**config.mk**
```make
export PLATFORM = sky130hd
export DESIGN_NAME = data_encryption
export DESIGN_NICKNAME = d
export VERILOG_FILES = /design/src/rtl/data_encryption.sv
export SDC_FILE = /design/constraint.sdc
export NUM_CORES = 1
export LEC_CHECK = 0
export BUFFER_PORTS_ARGS = -buffer_cell sky130_fd_sc_hd__buf_2
export CORE_MARGIN = 2
export CORE_UTILIZATION = 26
export DETAILED_ROUTE_END_ITERATION = 12
export GPL_TIMING_DRIVEN = 0
export SLEW_MARGIN = 5
export SYNTH_ARGS = -nofsm -noshare
export SYNTH_HDL_FRONTEND = slang
export SYNTH_SLANG_ARGS = --single-unit
```
**constraint.sdc**
```tcl
create_clock -name clk -period 5 [get_ports clk]
set_input_delay 1 -clock clk [delete_from_list [all_inputs] [get_ports clk]]
set_output_delay 1 -clock clk [all_outputs]
set_load 0.01 [all_outputs]
```
**src/rtl/data_encryption.sv**
```systemverilog
// Decoder stage of the encrypted-data reader: emits the sign-magnitude difference
// of the Hamming weights of two code words, two clocks after they are sampled.
module data_encryption #(
  parameter int DATA_W = 10
) (
  input  logic              clk,
  input  logic              rst_n,
  input  logic              in_valid,
  input  logic [DATA_W-1:0] in1,
  input  logic [DATA_W-1:0] in2,
  output logic [4:0]        out,
  output logic              out_valid
);

  // Handshake: no backpressure. in1/in2 are taken on every rising edge where
  // in_valid is high, and out_valid pulses once per taken pair, two edges later.

  function automatic logic [3:0] popcount(input logic [DATA_W-1:0] d);
    logic [3:0] cnt;
    cnt = 4'd0;
    for (int i = 0; i < DATA_W; i++) begin
      cnt = cnt + {3'b000, d[i]};
    end
    return cnt;
  endfunction

  logic [3:0] w1;
  logic [3:0] w2;
  logic       v1;
  logic [4:0] diff;

  always_ff @(posedge clk or negedge rst_n) begin
    if (!rst_n) begin
      w1 <= 4'd0;
      w2 <= 4'd0;
      v1 <= 1'b0;
    end else begin
      v1 <= in_valid;
      if (in_valid) begin
        w1 <= popcount(in1);
        w2 <= popcount(in2);
      end
    end
  end

  // Equal weights take the non-negative branch, so zero is never signed.
  always_comb begin
    diff = 5'd0;
    if (w1 >= w2) begin
      diff = {1'b0, w1 - w2};
    end else begin
      diff = {1'b1, w2 - w1};
    end
  end

  always_ff @(posedge clk or negedge rst_n) begin
    if (!rst_n) begin
      out       <= 5'd0;
      out_valid <= 1'b0;
    end else begin
      out_valid <= v1;
      if (v1) begin
        out <= diff;
      end
    end
  end

endmodule

```
==> run_results.csv <==
group,metric,value,unit
outcome,run_status,"completed",
yosys,syn_inst,127,
floorplanning,io_pins,29,
clock_tree,cts-hold-fix-buffers,0,
layout,multi_input_area,712,um^2
layout,final_nets,208,
power,combPwrFrac,61.6,%
clock_tree,insertion_delay,0.25,ns
worst_setup_path,path_buf_inv,4,
clock_tree,post_cts_resized,0,
worst_setup_path,path_class,"primary input to flip-flop",
worst_setup_path,crit_family,"adder cells",
route,post_drt_wl_per_cell,9.78,um
route,wirelength,2080,um
yosys,synth_nets,175,
power,p_int,0.459,mW
route,vias,894,
layout,drive_gt1_share,25.2,%
layout,syn_to_final_growth,20.2,%
yosys,synth_area_leaders,"dfrtp_1, fa_1, ha_1, inv_1, a21oi_1",
route,ant_nets,0,
placed_design,dp_hpwl,1810,um
power,power.density,518,nW/um^2
route,drc,0,
timing,max_freq,296,MHz
layout,fill_cells,509,
timing,worstMarginPinSlew,0.400,ns
global_route,grt_pass1_wl,3860,um
clock_tree,clock_path_buffers,2,
timing,slew_violations,0,
timing,rsz0062_at_grt,"no",
global_route,track_usage,9.12,%
layout,diodes,0,
yosys,ys_seq_elements,15,
floorplanning,placementRows,25,
placed_design,portBuffers,28,
placed_design,postPlaceCellArea,1460,um^2
power,ir_drop,0.170,mV
worst_setup_path,cp-start-kind,"primary input",
timing,hold_viol,0,
clock_tree,numClockSinks,15,
layout,fin_area,1500,um^2
yosys,ys_warn_count,0,
route,via_per_inst,4.20,
yosys,ys_seq_area_share,30.0,%
worst_setup_path,crit_top_cell,"fa_1",
layout,fin_util,32.1,%
global_route,grt_pass1_vias,959,
run,maxCapViolCount,0,
power,p_sw,0.319,mW
yosys,synth_top_area_share,30.0,%
yosys,synth.largest_area_cell,"dfrtp_1",
min_path,hold_path_class,"flip-flop to flip-flop",
power,p_clk_share,12.5,%
floorplanning,die_height,73.4,um
timing,setup_tns,0,ns
timing,post-route-min-period,3.38,ns
floorplanning,die_w,73.4,um
clock_tree,cts-buffers-inserted,3,
power,p_seq_share,25.9,%
timing,skew,0.00113,ns
timing,finalSetupViolCount,0,
power,p_leak,0.789,nW
layout,layout_common_cells,"inv_1, buf_2, dfrtp_1",
layout,final_common_cell,"inv_1",
clock_tree,cts_tree,"done",
worst_setup_path,slowest_delay,0.53,ns
global_route,grt_start_max_net_pins,16,
worst_setup_path,worst_path_max_delay_cell,"fa_1",
route,dr.pass1.iters,4,
yosys,syn_avg_cell_area,9.85,um^2
clock_tree,clkTransAtPathRegs,0.06,ns
global_route,antenna_found_initial,0,
worst_setup_path,crit_path_end_kind,"flip-flop",
power,netSwitchingFraction,41.0,%
worst_setup_path,critPathArrivalTime,3.49,ns
yosys,netlist_area,1250,um^2
floorplanning,placeableCoreArea,4690,um^2
floorplanning,dieArea,5380,um^2
worst_setup_path,path_cells,"buf_2 > fa_1 > inv_1 > fa_1 > fa_1 > inv_1 > ha_1 > inv_1 > fa_1 > xnor2_1 > a21oi_1",
worst_setup_path,worstPathRequired,5.11,ns
global_route,grt_overflow,0,
route,first_iter_violations,20,
floorplanning,initial_core_util,26.7,%
clock_tree,cts-root-buf,"clkbuf_8",
timing,relSlewSlack,73.3,%
timing,min_period_over_period,67.6,%
clock_tree,post-cts-setup-buffers,0,
layout,register_area,375,um^2
clock_tree,h-tree-depth,1,
yosys,synth.distinct_cells,25,
placed_design,gp_congestion,0.790,
worst_setup_path,crit_fanout,2,
==> registers in the layout (all words and copies together), names as in the netlist <==
name	flops
w1	4
w2	4
out	5
out_valid	1
v1	1
==> Yosys cell counts <==
| cell | number |
|---|---|
| a31o_1 | 1 |
| nor2_2 | 1 |
| xnor2_1 | 3 |
| a211oi_1 | 1 |
| nor4_1 | 1 |
| a21oi_1 | 11 |
| o32ai_2 | 1 |
| nor2_1 | 7 |
| nand2_1 | 7 |
| bufinv_8 | 1 |
| o221ai_1 | 1 |
| inv_1 | 36 |
| a31oi_2 | 1 |
| dfrtp_1 | 15 |
| o211ai_1 | 1 |
| mux2_2 | 3 |
| inv_2 | 1 |
| o21ai_2 | 1 |
| o21ai_1 | 4 |
| o2111ai_1 | 1 |
| o21ai_0 | 1 |
| clkbuf_1 | 2 |
| ha_1 | 11 |
| mux2i_1 | 1 |
| fa_1 | 14 |
==> layout make-up <==
type	count	share of cell area, %
Clock buffer	4	3.00
Sequential cell	15	25.0
Inverter	38	10.4
Multi-Input combinational cell	72	47.3
Buffer	2	0.499
Tap cell	54	4.49
Timing Repair Buffer	28	9.32
==> worst paths after layout <==
kind | start | to | slack [ns] | depth (start not counted)
hold / removal | v1$_DFF_PN0_ | out_valid$_DFF_PN0_ | 0.37 | 0
setup reg to reg | w1[0]$_DFFE_PN0P_ | out[1]$_DFFE_PN0P_ | 3.09 | 7
hold reg to reg | v1$_DFF_PN0_ | out_valid$_DFF_PN0_ | 0.37 | 0
setup / recovery | in1[5] | w1[2]$_DFFE_PN0P_ | 1.62 | 11
max in group asynchronous | rst_n | w1[1]$_DFFE_PN0P_ | 4.11 | 1
min in group asynchronous | rst_n | out_valid$_DFF_PN0_ | 0.65 | 1
==> cells by family after synthesis <==
group                      count (synthesis)  synth area share (%)
and+or+nand+nor                           16                  5.20
muxes                                      4                  3.50
buffers and inverters                     40                  13.1
adders and majority gates                 25                  33.4
xor gates and xnor gates                   3                  2.10
DFF                                       15                  30.0
AOI/OAI and AO/OA                         24                  12.7
==> layer usage <==
metal	global-route usage [%]	vias to the layer above	wire length, um
met4	1.21	0	8
met3	3.70	2	130
met2	15.9	23	1020
met5	0	-	0
met1	10.8	411	928
li1	-	458	-
==> stage by stage <==
stage	hold WS [ns]	setup slack (ns)	instances	power, mW
3_5_place_dp	0.359	1.36	209	0.690
6_report	0.373	1.62	213	0.779
5_1_grt	0.378	1.51	213	0.863
3_3_place_gp	0.356	1.38	209	0.679
4_1_cts	0.372	1.61	213	0.790
2_1_floorplan	0.352	1.56	127	0.579
==> power groups by stage <==
| stage | Sequential, mW | Combinational, mW | Clock, mW |
|---|---|---|---|
| 2_1_floorplan | 0.209 | 0.369 | 0 |
| 3_5_place_dp | 0.206 | 0.484 | 0 |
| 4_1_cts | 0.203 | 0.486 | 0.101 |
| 6_report | 0.202 | 0.479 | 0.0975 |
| 3_3_place_gp | 0.203 | 0.476 | 0 |
| 5_1_grt | 0.209 | 0.544 | 0.109 |
Power figures use the tool's default switching activity.
